$ cat config.mk
export PLATFORM = sky130hd
export DESIGN_NAME = uart_key_rx
export DESIGN_NICKNAME = d
export VERILOG_FILES = /design/src/rtl/pong_pkg.sv /design/src/rtl/sync_2ff.sv /design/src/rtl/uart_key_rx.sv
export SDC_FILE = /design/constraint.sdc
export NUM_CORES = 1
export LEC_CHECK = 0
export ABC_AREA = 0
export CAP_MARGIN = 10
export CORE_AREA = 2 2 64 66
export CTS_CLUSTER_DIAMETER = 50
export CTS_CLUSTER_SIZE = 14
export DETAILED_ROUTE_END_ITERATION = 16
export DIE_AREA = 0 0 66 68
export PLACE_DENSITY_LB_ADDON = 0.05
export SLEW_MARGIN = 20
export SYNTH_ARGS = -nofsm -noshare
export SYNTH_HDL_FRONTEND = slang
export SYNTH_SLANG_ARGS = --single-unit
$ cat constraint.sdc
create_clock -name i_CLK -period 1.1 [get_ports i_CLK]
set_input_delay 0.165 -clock i_CLK [delete_from_list [all_inputs] [get_ports i_CLK]]
set_output_delay 0.165 -clock i_CLK [all_outputs]
set_load 0.05 [all_outputs]
$ cat src/rtl/pong_pkg.sv
// Shared PONG definitions: UART receiver state encoding, keyboard key codes and default bit timing.
package pong_pkg;

    localparam int DEFAULT_CLKS_PER_BIT = 217;

    localparam logic [7:0] KEY_W = 8'd119;
    localparam logic [7:0] KEY_S = 8'd115;
    localparam logic [7:0] KEY_O = 8'd111;
    localparam logic [7:0] KEY_L = 8'd108;

    typedef enum logic [2:0] {
        UART_IDLE  = 3'd0,
        UART_START = 3'd1,
        UART_DATA  = 3'd2,
        UART_STOP  = 3'd3,
        UART_BREAK = 3'd4
    } uart_state_t;

endpackage

$ cat src/rtl/sync_2ff.sv
// Two-flop synchronizer for asynchronous inputs; reset value selectable per use.
module sync_2ff #(
    parameter int               WIDTH     = 1,
    parameter logic [WIDTH-1:0] RESET_VAL = '0
) (
    input  logic             i_CLK,
    input  logic             i_RST_N,
    input  logic [WIDTH-1:0] i_async,
    output logic [WIDTH-1:0] o_sync
);

    logic [WIDTH-1:0] meta_q;
    logic [WIDTH-1:0] sync_q;

    always_ff @(posedge i_CLK or negedge i_RST_N) begin
        if (!i_RST_N) begin
            meta_q <= RESET_VAL;
            sync_q <= RESET_VAL;
        end else begin
            meta_q <= i_async;
            sync_q <= meta_q;
        end
    end

    assign o_sync = sync_q;

endmodule

$ cat src/rtl/uart_key_rx.sv
// 8N1 UART receiver for the PONG keyboard: mid-bit sampling, last good byte held on o_key_byte.
//
// state | meaning
// IDLE  | line idle high, waiting for a falling edge
// START | counting to mid start bit to confirm it is not a glitch
// DATA  | sampling 8 data bits LSB-first, one per bit period
// STOP  | sampling the stop bit; high publishes the byte, low flags a frame error
// BREAK | line stuck low after a bad frame; wait for it to return high
module uart_key_rx
    import pong_pkg::*;
#(
    parameter int CLKS_PER_BIT = DEFAULT_CLKS_PER_BIT
) (
    input  logic       i_CLK,
    input  logic       i_RST_N,
    input  logic       i_RX_serial,
    output logic [7:0] o_key_byte,
    output logic       o_key_valid,
    output logic       o_frame_err,
    output logic       o_busy
);

    localparam int CW = (CLKS_PER_BIT > 1) ? $clog2(CLKS_PER_BIT) : 1;
    localparam logic [CW-1:0] CNT_HALF = CW'((CLKS_PER_BIT - 1) / 2);
    localparam logic [CW-1:0] CNT_LAST = CW'(CLKS_PER_BIT - 1);

    logic        rst_n_int;
    logic        rx_s;

    uart_state_t state_q, state_d;
    logic [CW-1:0] clk_cnt_q, clk_cnt_d;
    logic [2:0]  bit_idx_q, bit_idx_d;
    logic [7:0]  shift_q, shift_d;
    logic [7:0]  key_byte_q, key_byte_d;
    logic        key_valid_q, key_valid_d;
    logic        frame_err_q, frame_err_d;

    // Reset asserts immediately but releases on a clock edge.
    sync_2ff #(
        .WIDTH     (1),
        .RESET_VAL (1'b0)
    ) u_rst_sync (
        .i_CLK   (i_CLK),
        .i_RST_N (i_RST_N),
        .i_async (1'b1),
        .o_sync  (rst_n_int)
    );

    sync_2ff #(
        .WIDTH     (1),
        .RESET_VAL (1'b1)
    ) u_rx_sync (
        .i_CLK   (i_CLK),
        .i_RST_N (rst_n_int),
        .i_async (i_RX_serial),
        .o_sync  (rx_s)
    );

    always_ff @(posedge i_CLK or negedge rst_n_int) begin
        if (!rst_n_int) begin
            state_q     <= UART_IDLE;
            clk_cnt_q   <= '0;
            bit_idx_q   <= '0;
            shift_q     <= '0;
            key_byte_q  <= '0;
            key_valid_q <= 1'b0;
            frame_err_q <= 1'b0;
        end else begin
            state_q     <= state_d;
            clk_cnt_q   <= clk_cnt_d;
            bit_idx_q   <= bit_idx_d;
            shift_q     <= shift_d;
            key_byte_q  <= key_byte_d;
            key_valid_q <= key_valid_d;
            frame_err_q <= frame_err_d;
        end
    end

    always_comb begin
        state_d     = state_q;
        clk_cnt_d   = clk_cnt_q;
        bit_idx_d   = bit_idx_q;
        shift_d     = shift_q;
        key_byte_d  = key_byte_q;
        key_valid_d = 1'b0;
        frame_err_d = 1'b0;

        case (state_q)
            UART_IDLE: begin
                clk_cnt_d = '0;
                if (!rx_s) begin
                    state_d = UART_START;
                end
            end

            UART_START: begin
                if (clk_cnt_q == CNT_HALF) begin
                    clk_cnt_d = '0;
                    if (!rx_s) begin
                        state_d   = UART_DATA;
                        bit_idx_d = '0;
                    end else begin
                        state_d = UART_IDLE;
                    end
                end else begin
                    clk_cnt_d = clk_cnt_q + CW'(1);
                end
            end

            UART_DATA: begin
                if (clk_cnt_q == CNT_LAST) begin
                    clk_cnt_d          = '0;
                    shift_d[bit_idx_q] = rx_s;
                    if (bit_idx_q == 3'd7) begin
                        state_d = UART_STOP;
                    end else begin
                        bit_idx_d = bit_idx_q + 3'd1;
                    end
                end else begin
                    clk_cnt_d = clk_cnt_q + CW'(1);
                end
            end

            UART_STOP: begin
                if (clk_cnt_q == CNT_LAST) begin
                    clk_cnt_d = '0;
                    if (rx_s) begin
                        key_byte_d  = shift_q;
                        key_valid_d = 1'b1;
                        state_d     = UART_IDLE;
                    end else begin
                        frame_err_d = 1'b1;
                        state_d     = UART_BREAK;
                    end
                end else begin
                    clk_cnt_d = clk_cnt_q + CW'(1);
                end
            end

            UART_BREAK: begin
                clk_cnt_d = '0;
                if (rx_s) begin
                    state_d = UART_IDLE;
                end
            end

            default: begin
                state_d   = UART_IDLE;
                clk_cnt_d = '0;
            end
        endcase
    end

    assign o_key_byte  = key_byte_q;
    assign o_key_valid = key_valid_q;
    assign o_frame_err = frame_err_q;
    assign o_busy      = (state_q != UART_IDLE);

endmodule

# Word level (Yosys, flattened, before mapping)
# Index checks and enable logic that the tools add are counted.
dict set report op_classes {
  n_addsub 2
  magnitude_cmp 2
  eq_ne 15
  n_mux 26
  reduce_logical 9
}
# op count
set op_table {}
lappend op_table {{two-way mux 3 bit} 11}
lappend op_table {{two-way mux 8 bit} 2}
lappend op_table {{case mux 8 bit (2 select lines)} 1}
lappend op_table {{case mux 3 bit (5 select lines)} 1}
lappend op_table {{!= test 2 bit (second input constant)} 7}
lappend op_table {{adder 8 x 1 -> 8 bit (second input constant)} 1}
lappend op_table {{bitwise mux 8 bit} 1}
lappend op_table {{equality test 8 x 7 -> 1 bit (second input constant)} 1}
lappend op_table {{equality test 8 bit (second input constant)} 1}
lappend op_table {{two-way mux 1 bit} 7}
lappend op_table {{equality test 3 x 2 -> 1 bit (second input constant)} 2}
lappend op_table {{equality test 3 bit (second input constant)} 2}
lappend op_table {{case mux 3 bit (2 select lines)} 1}
lappend op_table {{AND reduction 6 bit} 1}
lappend op_table {{AND reduction 5 bit} 1}
lappend op_table {{< comparator 3 x 4 -> 1 bit (second input constant)} 1}
lappend op_table {{adder 3 x 1 -> 3 bit (second input constant)} 1}
lappend op_table {{demux 1 bit (select 3 bit)} 1}
lappend op_table {{equality test 3 x 1 -> 1 bit (second input constant)} 1}
lappend op_table {{>= comparator 3 x 1 -> 1 bit (second input constant)} 1}
lappend op_table {{logical NOT 3 bit} 1}
lappend op_table {{AND reduction 3 bit} 1}
lappend op_table {{nonzero test 3 bit} 1}
lappend op_table {{two-way mux 2 bit} 1}
lappend op_table {{5 further kinds} 5}
dict set report totals {
  ff_bits 36
  input_bits 3
  out_inout_bits 11
}

# Logic depth before layout (Yosys ltp)
# Gate-level depths: netlist (run 1).
dict set report depth {
  word_depth 5
  mapped_depth 7
}

# Modules after synthesis
# From an unflattened synthesis (run 1), not the netlist that was laid out.
dict set report hier_totals {
  cells_unflattened 132
  hier_area_um2 1625.3
}
# module n_inst cells_per_inst area_each_um2 seq_area_each_um2
set by_module_without_submodules {}
lappend by_module_without_submodules {uart_key_rx 1 128 1522.7 800.8}
lappend by_module_without_submodules {{sync_2ff (u_rx_sync)} 1 2 52.6 52.6}
lappend by_module_without_submodules {{sync_2ff (u_rst_sync)} 1 2 50.0 50.0}

# Least setup slack after synthesis (run 1)
# No wires, ideal clock.
dict set report synth_timing {
  path_type {register to register}
  startpoint {register clk_cnt_q[0]}
  endpoint {register state_q[0]}
  setup_ns 0.125
  t_arrival_ns 1.818
  t_required_ns 0.975
  setup_slack_ns -0.843
  path_stages_with_launch 8
  n_path_buf 1
  period_less_slack_ns 1.943
  path_cell_list {dfrtp_1 inv_1 ha_1 or3b_2 nor2_1 o32a_2 buf_4 mux2_2}
}
dict set report synth_between {
  elab_chain_cells 3
}
# element line
set synth_rtl {}
lappend synth_rtl {{start, declared} uart_key_rx.sv:31} ;# logic [CW-1:0] clk_cnt_q, clk_cnt_d;
lappend synth_rtl {{start signal, assigned} uart_key_rx.sv:70} ;# clk_cnt_q <= clk_cnt_d;
lappend synth_rtl {{equality test 8 bit or equality test 8 x 7 -> 1 bit (tied branches)} {uart_key_rx.sv:111, uart_key_rx.sv:125, uart_key_rx.sv:97}}
lappend synth_rtl {{!= test 2 bit (no source line)} --}
lappend synth_rtl {{AND reduction 6 bit (no source line) *} --}
lappend synth_rtl {{end signal, assigned} uart_key_rx.sv:69} ;# state_q <= state_d;
lappend synth_rtl {{end, declared} uart_key_rx.sv:30} ;# uart_state_t state_q, state_d;
# Every way passes the cells marked *; elsewhere a longest branch is shown, timed or not.
# A chain may end at the register's enable or synchronous reset.

# Worst setup path after layout (run 1)
dict set report layout_timing {
  startpoint {register clk_cnt_q[0]}
  endpoint {register shift_q[3]}
}
dict set report layout_between {
  elab_chain_cells 2
}
# element line
set layout_rtl {}
lappend layout_rtl {{equality test 8 bit} uart_key_rx.sv:111} ;# if (clk_cnt_q == CNT_LAST) begin
lappend layout_rtl {{AND reduction 2 bit (no source line)} --}
lappend layout_rtl {{end signal, assigned} uart_key_rx.sv:72} ;# shift_q <= shift_d;
lappend layout_rtl {{end, declared} uart_key_rx.sv:33} ;# logic [7:0] shift_q, shift_d;
# Every way passes these cells.

==> impl_summary.log, run 1 <==
INFO  metric yosysTopAreaCellShare = 51.6%
INFO  metric share_of_cells_above_drive_strength_1 = a little over half
INFO  metric ir_drop_worst_case_vdd = 0.947 mV
INFO  metric netlist_area = 1650 µm²
INFO  metric htree_num_levels = 2
INFO  metric cp-start-kind = flip-flop
INFO  metric startpoint = clk_cnt_q[0]$_DFF_PN0_
INFO  metric timing.max_cap.violations = 0
INFO  metric ctsRootBufferMaster = clkbuf_8
INFO  metric p_sw = approximately 1.0 mW
INFO  metric cts_sinks = 36
INFO  metric synth_seq_area_share = 54.8%
INFO  metric r2r_slack = -700 ps
INFO  metric vias_per_cell = 5.00
INFO  metric die_area = 4490 µm²
INFO  metric placeableCoreArea = 3860 µm²
INFO  metric fin_nets = 202
INFO  metric grt_util_all_layers = a little under a fifth
INFO  metric synth_fp_nets = 144
INFO  metric initialDrtViolationCount = 60
INFO  metric drt-wirelength-per-cell = ~14 µm
INFO  metric layout.cells.most_common = dfrtp_1
INFO  metric critPathRequiredTime = 1280 ps
INFO  metric share_comb_of_total_power = between 20% and 30%
INFO  metric hold_viol = 0
INFO  metric run_status = complete, but fails checks
INFO  metric crit_path_max_fanout = 4
INFO  metric drt_drc_violations_left = 0
INFO  metric synth.avg_cell_area = 12.0 µm²
INFO  metric yosys_warnings = 0
INFO  metric post-route-util = 64.9%
INFO  metric gp_congestion = 0.814
INFO  metric timing.critical_path.to_type = flip-flop
INFO  metric finClkSkew = 4.42 ps
INFO  metric number_of_iterations_in_the_first_detailed_routing_pass = 4
INFO  metric sw_frac_of_total = between 30% and 40%
INFO  metric p_int = 2.40 mW
INFO  metric tritoncts = built
INFO  metric ctsLongestPathBuffers = 2
INFO  metric grt_pass1_vias = 1312
INFO  metric dp_worst_setup_slack = -758 ps
INFO  metric multi_input_comb_area = 813 µm²
INFO  metric design_power_total = approximately 3.4 mW
INFO  metric setup_ws = -704 ps
INFO  metric synthCells = 137
INFO  metric layout_common_cells = dfrtp_1 (33), buf_4 (32), buf_12 (12)
INFO  metric cts_buffers = 5
INFO  metric worst_ep_arrival_time = between 1500 and 2000 ps
INFO  metric report.final.setup_viol = 33
INFO  metric antenna-diode-count = 0
INFO  metric number_of_ports_placed_on_the_die_boundary = 14
INFO  metric post_synth_main_area_contributors = dfrtp_1 (52%), mux2_2 (9.6%), dfstp_2 (3.2%), nor2_1 (3.2%), ha_1 (3.0%)
INFO  metric reg2reg_depth = 8
INFO  metric setup.worst_path.class = reg -> reg
INFO  metric placementRows = 23
INFO  metric power_per_cell_area = 1370 nW/µm²
INFO  metric power_frac_seq = 42.6%
INFO  metric slew_violations = 0
INFO  metric grt_first_pass_wirelength = 6.00 mm
INFO  metric p_leak = 1.20 nW
INFO  metric postRouteAntennaNets = 0
INFO  metric min_period = 1800 ps
INFO  metric antenna_found_initial = 0
INFO  metric holdWs = 20.5 ps
INFO  metric achievable_frequency = ~550 MHz
INFO  metric violations = negative setup slack
INFO  metric grt.overflow.total = 0
INFO  metric routed-via-count = 1231
INFO  metric die_y = 68 µm
INFO  metric fp.dieW = 66 µm
INFO  metric clk-insertion-delay-late = approximately 300 ps
INFO  metric worstHoldPathType = in -> async
INFO  metric clock_power_share = 27.5%
INFO  metric synthesized_flop_and_latch_total = 36
INFO  metric drt_wl_total = 3.54 mm
INFO  metric critical_path.reg2reg.startpoint = clk_cnt_q[0]$_DFF_PN0_
INFO  metric min_period_over_period = 164%
INFO  metric ff_latch_area = a little over 900 µm²
INFO  metric clkTransAtPathRegs = 70 ps
INFO  metric finalInstanceArea = about 2500 µm²
INFO  metric timing.rr.end = shift_q[3]$_DFFE_PN0P_
INFO  metric grt_start_max_net_pins = 20
INFO  metric num-fill-cells = 292
INFO  metric detailed_place_hpwl = about 2.4 mm
INFO  metric area.growth.synth_to_final = 51.8%
INFO  metric floorplan.initialDensity = 42.8%
INFO  metric port_buffer_cells = 13
INFO  metric rsz0062_at_grt = yes
INFO  metric postPlaceCellArea = 2210 µm²
INFO  metric synth_area_leader_cell = dfrtp_1
INFO  metric synth.distinct_cells = 36
## layout make-up
type / count / area share (%)
multi-input combinational: 90 / 32.5
inverter: 7 / 1.05
clock inverter: 3 / 0.750
clock buffer: 5 / 2.75
tap: 50 / 2.50
sequential: 36 / 36.1
timing repair buffer: 55 / 24.3
## what timing repair did
item / 4_1_cts / 5_1_grt
endpoints found under the setup margin: 33 / 33
gates cloned: 0 / 0
hold buffers: 0 / 0
setup buffers: 5 / 4
pin swaps: 8 / 6
hold endpoints to repair: 0 / 0
resized for setup: 26 / 15
## worst max-delay path: stages, from the launching register on
cell and delay (ps):
dfrtp_1 390, inv_2 80, ha_4 140, nand4b_4 90, buf_6 130, nor4_4 290, buf_4 190, nand4_1 100
mux2_2 280
## registers in the layout (all words and copies together) (netlist names)
signal / cells
clk_cnt_q: 8
o_key_byte: 8
shift_q: 8
bit_idx_q: 3
state_q: 3
o_frame_err: 1
o_key_valid: 1
u_rst_sync.meta_q: 1
u_rst_sync.o_sync: 1
u_rx_sync.meta_q: 1
u_rx_sync.o_sync: 1
## Yosys cell counts (all sizes together)
master,instances
dfrtp,34
mux2,17
nor2,14
inv,7
nand3,6
nand4,6
nand2,5
ha,4
o21ai,4
xor2,4
a21oi,3
and4,3
buf,3
nand2b,3
nor3,3
nor4,3
dfstp,2
o32a,2
or3,2
xnor2,2
and2,1
and3,1
clkbuf,1
conb,1
nand3b,1
nand4b,1
nor2b,1
o21a,1
or2,1
or3b,1
## routing by layer
metal	wire length (µm)	GRT usage, %
met1	1530	22.1
met2	1750	30.3
met3	157	6.74
met4	98	8.67
met5	0	0
## power by group through the flow
| stage | registers [mW] | clock network, mW | logic (mW) |
|---|---|---|---|
| 2_1_floorplan | 1.47 | 0 | 0.502 |
| 6_report | 1.46 | 0.946 | 1.03 |
| 3_3_place_gp | 1.47 | 0 | 0.765 |
| 5_1_grt | 1.47 | 1.04 | 1.12 |
| 3_5_place_dp | 1.48 | 0 | 0.772 |
| 4_1_cts | 1.45 | 0.982 | 0.907 |
## kinds of logic after synthesis
group                      after synthesis  share of synthesized area [%]
adders and majority gates                4                           3.04
muxes                                   17                           11.6
DFF                                     36                           54.8
buffers and inverters                   11                           3.26
other                                    1                          0.227
xor gates and xnor gates                 6                           3.19
AOI/OAI and AO/OA                       10                           3.95
and+or+nand+nor                         52                           20.0
## through the flow
| step | TNS (ps) | std cells |
|---|---|---|
| floorplan | -17790 | 137 |
| global placement | -19080 | 230 |
| detailed placement | -19890 | 230 |
| CTS | -19810 | 243 |
| global route | -21360 | 246 |
| finish | -19070 | 246 |
## worst max path at each step
stage                                           end  depth (start not counted)  slack (ps)
final                        shift_q[3]$_DFFE_PN0P_                          8        -700
after global routing         shift_q[3]$_DFFE_PN0P_                          8        -790
after CTS                 o_key_byte[4]$_DFFE_PN0P_                          7        -700
after detailed placement     shift_q[3]$_DFFE_PN0P_                          8        -760
after global placement       shift_q[2]$_DFFE_PN0P_                          7        -690
after floorplan           o_key_byte[0]$_DFFE_PN0P_                          6        -750
Power figures use the tool's default switching activity.
==> inputs of run 2 (changes only) <==
CORE_AREA = 2 2 53 80   (was 2 2 64 66)
DIE_AREA = 0 0 55 82   (was 0 0 66 68)
==> run 2 against run 1 <==
  * The run still ends with negative setup slack left
  * Hold slack better by 13 ps
  * Utilization up 0.63 points
  * Combinational power up 7%
  * Global-route usage down 0.83 points
  * Non-clock buffer count down 3
  * Routed wire length up 1.4%
  * Maximum frequency down 0.50%
  * Critical path depth down 1
  * Via count about the same
  * First-iteration DRC count down 72%
  * Critical path type unchanged
  * Critical endpoint is now o_key_byte[3]$_DFFE_PN0P_
  * Largest cell class unchanged
  * Highest routed layer unchanged
==> impl_summary.log, run 2 (synthesized netlist as in run 1, its figures left out) <==
INFO  metric power_per_cell_area = ~1400 nW/µm²
INFO  metric gp_congestion = 0.847
INFO  metric route.top_layer_used = met4
INFO  metric antenna-diode-count = 0
INFO  metric clk-insertion-delay-late = 280 ps
INFO  metric drt-wirelength-per-cell = around 15 µm
INFO  metric drt_drc_violations_left = 0
INFO  metric vias_per_cell = 5.17
INFO  metric placeableCoreArea = 3850 µm²
INFO  metric hold_viol = 0
INFO  metric port_buffer_cells = 13
INFO  metric ir_drop_worst_case_vdd = roughly 1 mV
INFO  metric drt_wl_total = 3.59 mm
INFO  metric antenna_found_initial = 0
INFO  metric final-instance-count-excl-fill = around 240
INFO  metric clkTransAtPathRegs = about 70 ps
INFO  metric timing.critical_path.to_type = flip-flop
INFO  metric slew_violations = 0
INFO  metric report.final.setup_viol = 33
INFO  metric timing.max_cap.violations = 0
INFO  metric met2WireLength = about 2.0 mm
INFO  metric placementRows = 28
INFO  metric floorplan.initialDensity = between 40 and 50%
INFO  metric grt_first_pass_wirelength = 5.69 mm
INFO  metric share_of_cells_above_drive_strength_1 = between 50% and 60%
INFO  metric die_y = 82 µm
INFO  metric number_of_ports_placed_on_the_die_boundary = 14
INFO  metric fin_nets = 199
INFO  metric routed-via-count = 1230
INFO  metric crit_path_max_fanout = 8
INFO  metric layout_common_cells = dfrtp_1 (33), buf_4 (30), buf_12 (13)
INFO  metric layout.cells.most_common = dfrtp_1
INFO  metric setup_ws = -713 ps
INFO  metric finClkSkew = 3.25 ps
INFO  metric worst_ep_arrival_time = between 1500 and 2000 ps
INFO  metric violations = negative setup slack
INFO  metric rsz0062_at_grt = yes
INFO  metric achievable_frequency = 551 MHz
INFO  metric cts_buffers = 5
INFO  metric wl_met1 = 1.45 mm
INFO  metric htree_num_levels = 2
INFO  metric min_period_over_period = 165%
INFO  metric p_leak = 1.20 nW
INFO  metric cts_sinks = 36
INFO  metric design_power_total = 3.56 mW
INFO  metric worstHoldPathType = in -> async
INFO  metric die_area = between 4000 and 5000 µm²
INFO  metric min_period = 1810 ps
INFO  metric wl_met3 = 66 µm
INFO  metric initialDrtViolationCount = 17
INFO  metric setup.worst_path.class = reg -> reg
INFO  metric grt_pass1_vias = 1301
INFO  metric grt.overflow.total = 0
INFO  metric dp_worst_setup_slack = -736 ps
INFO  metric ctsRootBufferMaster = clkbuf_8
INFO  metric run_status = complete, but fails checks
INFO  metric placed_cells_incl_taps = 226
INFO  metric ctsLongestPathBuffers = 2
INFO  metric number_of_iterations_in_the_first_detailed_routing_pass = 4
INFO  metric fp.dieW = 55 µm
INFO  metric tritoncts = built
INFO  metric postCtsHoldBufs = 0
INFO  metric detailed_place_hpwl = 2.45 mm
INFO  metric grt_start_max_net_pins = 21
INFO  metric grt_util_all_layers = roughly 18%
INFO  metric cp-start-kind = flip-flop
INFO  metric critPathRequiredTime = 1270 ps
INFO  metric area.growth.synth_to_final = 53.2%
INFO  metric postRouteAntennaNets = 0
## run 2: cell types whose count changed in the layout (fill, tap and decap cells not counted), sizes merged
cell,change
clkinvlp,+2
clkbuf,+1
clkinv,-3
buf,-3
## run 2: worst max-delay path, stage by stage (launching register included)
cell and delay (ps):
dfrtp_1 390, inv_1 60, ha_2 190, nand4b_4 120, or2_4 280, nor3_4 200
buf_12 160, mux2_4 300
## run 2: layer usage
| layer | vias to the layer above | global-route usage, % |
|---|---|---|
| li1 | 587 | - |
| met1 | 628 | 19.6 |
| met2 | 11 | 31.9 |
| met3 | 4 | 4.00 |
| met4 | 0 | 6.59 |
| met5 | - | 0 |
## run 2: repair_timing
item,CTS,global route
buffers inserted,4,2
resized for setup,32,17
setup endpoints to repair,33,33
endpoints found under the hold margin,0,0
pin swaps,10,10
## run 2: stage by stage
step / utilization [%] / setup TNS (ps) / cell area, µm² / hold WS, ps
finish: 65.6 / -20140 / 2530 / 33.7
global placement: 57.4 / -19500 / 2210 / 135
global route: 65.6 / -23040 / 2530 / 39.6
detailed placement: 57.4 / -19980 / 2210 / 139
CTS: 63.8 / -20230 / 2460 / 21.7
floorplan: - / -17790 / 1670 / -131
## run 2: area by class of cell
type,count,area [µm²]
Fill cell,298,1330
Inverter,7,26.3
Tap cell,45,56.3
Timing Repair Buffer,52,588
Clock buffer,6,82.6
Clock inverter,2,15.0
Sequential cell,36,905
Multi-Input combinational cell,90,853
## run 2: path summary, 6_finish.rpt
check	start	cells past startpoint	slack [ps]	to
min	i_RST_N	1	30	u_rst_sync.o_sync$_DFF_PN0_
min in group i_CLK	i_RX_serial	1	280	u_rx_sync.meta_q$_DFF_PN1_
max in group asynchronous	u_rst_sync.o_sync$_DFF_PN0_	1	520	clk_cnt_q[6]$_DFF_PN0_
max reg2reg	clk_cnt_q[1]$_DFF_PN0_	7	-710	o_key_byte[3]$_DFFE_PN0P_
min reg2reg	u_rst_sync.o_sync$_DFF_PN0_	0	140	bit_idx_q[2]$_DFFE_PN0P_
max	clk_cnt_q[1]$_DFF_PN0_	7	-710	o_key_byte[3]$_DFFE_PN0P_
## run 2: report_power, final
| part | leakage (nW) | switching, mW | internal [mW] |
|---|---|---|---|
| clock network | 0.0434 | 0.492 | 0.507 |
| registers | 0.487 | 0.0691 | 1.39 |
| logic | 0.666 | 0.518 | 0.578 |
| total | 1.20 | 1.08 | 2.48 |
==> inputs of run 3 (changes only) <==
DONT_BUFFER_PORTS = 1   (was unset)
==> run 3 against run 2 <==
  * The flow still finishes with violations (negative setup slack)
  * Cell count shrank 1.3%
  * Die area is the same
  * Critical path type unchanged
  * Flip-flop and latch count is the same
  * Largest power group unchanged
  * Sequential power about the same
  * Critical endpoint is now o_key_byte[6]$_DFFE_PN0P_
  * Setup slack gained 15 ps
  * Utilization fell by 3.8 points
  * Clock power is essentially flat
==> impl_summary.log, run 3 (synthesized netlist as in run 1, its figures left out) <==
INFO  metric grt_pass1_vias = 1315
INFO  metric post-route-util = 61.7%
INFO  metric share_of_cells_above_drive_strength_1 = 55.8%
INFO  metric vias_per_cell = 5.05
INFO  metric fp.dieW = 55 µm
INFO  metric timing.rr.end = o_key_byte[6]$_DFFE_PN0P_
INFO  metric drt_drc_violations_left = 0
INFO  metric drt-wirelength-per-cell = 15.0 µm
INFO  metric die_y = 82 µm
INFO  metric r2r_slack = -700 ps
INFO  metric antenna-diode-count = 0
INFO  metric placementRows = 28
INFO  metric initialDrtViolationCount = 16
INFO  metric fin_nets = around 200
INFO  metric grt_start_max_net_pins = 21
INFO  metric slew_violations = 0
INFO  metric clk-insertion-delay-late = around 280 ps
INFO  metric drt_wl_total = about 3.5 mm
INFO  metric finClkSkew = 4.68 ps
INFO  metric min_period = 1800 ps
INFO  metric min_period_over_period = 164%
INFO  metric worst_ep_arrival_time = a little under 2000 ps
INFO  metric port_buffer_cells = 0
INFO  metric ctsLongestPathBuffers = 2
INFO  metric run_status = complete, but fails checks
INFO  metric rsz0062_at_grt = yes
INFO  metric placed_cells_incl_taps = 220
INFO  metric placeableCoreArea = 3850 µm²
INFO  metric setup.worst_path.class = reg -> reg
INFO  metric ctsRootBufferMaster = clkbuf_8
INFO  metric grt_first_pass_wirelength = between 5 and 6 mm
INFO  metric number_of_iterations_in_the_first_detailed_routing_pass = 4
INFO  metric cts_sinks = 36
INFO  metric timing.critical_path.to_type = flip-flop
INFO  metric violations = negative setup slack
INFO  metric reg2reg_depth = 7
INFO  metric grt_util_all_layers = 18.7%
INFO  metric holdWs = 114 ps
INFO  metric crit_path_max_fanout = 8
INFO  metric tritoncts = built
INFO  metric power_per_cell_area = 1510 nW/µm²
INFO  metric achievable_frequency = roughly 560 MHz
INFO  metric gp_congestion = 0.755
INFO  metric die_area = 4510 µm²
INFO  metric critPathRequiredTime = 1270 ps
INFO  metric htree_num_levels = 2
INFO  metric layout.cells.most_common = buf_4
INFO  metric ir_drop_worst_case_vdd = 1.16 mV
INFO  metric detailed_place_hpwl = 2.47 mm
INFO  metric critical_path.reg2reg.startpoint = clk_cnt_q[0]$_DFF_PN0_
INFO  metric grt.overflow.total = 0
INFO  metric area.growth.synth_to_final = 44.2%
INFO  metric finalInstanceArea = around 2400 µm²
INFO  metric cp-start-kind = flip-flop
INFO  metric floorplan.initialDensity = between 40% and 50%
INFO  metric postPlaceCellArea = 2020 µm²
INFO  metric number_of_ports_placed_on_the_die_boundary = 14
INFO  metric cts_buffers = 5
INFO  metric layout_common_cells = buf_4 (38), dfrtp_1 (32), mux2_4 (11)
INFO  metric antenna_found_initial = 0
INFO  metric timing.max_cap.violations = 0
INFO  metric p_leak = 1.18 nW
INFO  metric report.final.setup_viol = 33
INFO  metric worstHoldPathType = in -> async
INFO  metric hold_viol = 0
INFO  metric setup_ws = -699 ps
INFO  metric clkTransAtPathRegs = 70 ps
INFO  metric final.setup.tns = -19300 ps
INFO  metric routed-via-count = 1186
INFO  metric postRouteAntennaNets = 0
INFO  metric final-instance-count-excl-fill = 235
-- run 3: how the worst max path moves through the flow --
stage	start	to	slack [ps]
after floorplan	clk_cnt_q[0]$_DFF_PN0_	o_key_byte[0]$_DFFE_PN0P_	-750
after CTS	clk_cnt_q[1]$_DFF_PN0_	o_key_byte[7]$_DFFE_PN0P_	-730
final	clk_cnt_q[0]$_DFF_PN0_	o_key_byte[6]$_DFFE_PN0P_	-700
after global routing	clk_cnt_q[0]$_DFF_PN0_	o_key_byte[7]$_DFFE_PN0P_	-760
after detailed placement	clk_cnt_q[1]$_DFF_PN0_	o_key_byte[1]$_DFFE_PN0P_	-740
after global placement	clk_cnt_q[0]$_DFF_PN0_	o_key_byte[1]$_DFFE_PN0P_	-710
-- run 3: through the flow --
step	setup WS [ps]	power, mW
global placement	-710	2.18
detailed placement	-737	2.20
finish	-699	3.60
global route	-764	3.79
CTS	-734	3.49
floorplan	-747	1.97
-- run 3: layer usage --
metal / up-vias / routed length, µm / global-route usage (%)
met3: 8 / 81 / 5.27
met1: 584 / 1400 / 18.8
met5: - / 0 / 0
li1: 579 / - / -
met4: 0 / 92 / 10.2
met2: 15 / 1950 / 33.0
-- run 3: final cells by class --
class | count | area (µm²)
repair buffers | 49 | 424
clock buffers | 8 | 100
well taps | 45 | 56.3
fillers | 314 | 1480
inverters | 7 | 26.3
flip-flops and latches | 36 | 906
multi-input cells | 90 | 866
-- run 3: report_power, final --
part | switching (mW) | internal [mW] | total, mW
sequential | 0.0620 | 1.39 | 1.46
combinational | 0.547 | 0.570 | 1.12
clock | 0.454 | 0.572 | 1.03
total | 1.06 | 2.54 | 3.60
-- run 3: critical path, cell delays in order (launching register included) --
cell and delay [ps]:
dfrtp_1 390, inv_2 70, ha_4 140, nand4b_4 120, or2_4 290, nor3_4 200
buf_12 160, mux2_4 300
-- run 3: timing repair --
item / CTS / global route
setup endpoints to repair: 33 / 34
pin swaps: 11 / 9
hold buffers: 2 / 0
resized for setup: 33 / 22
hold endpoints to repair: 3 / 0
buffers inserted: 4 / 4
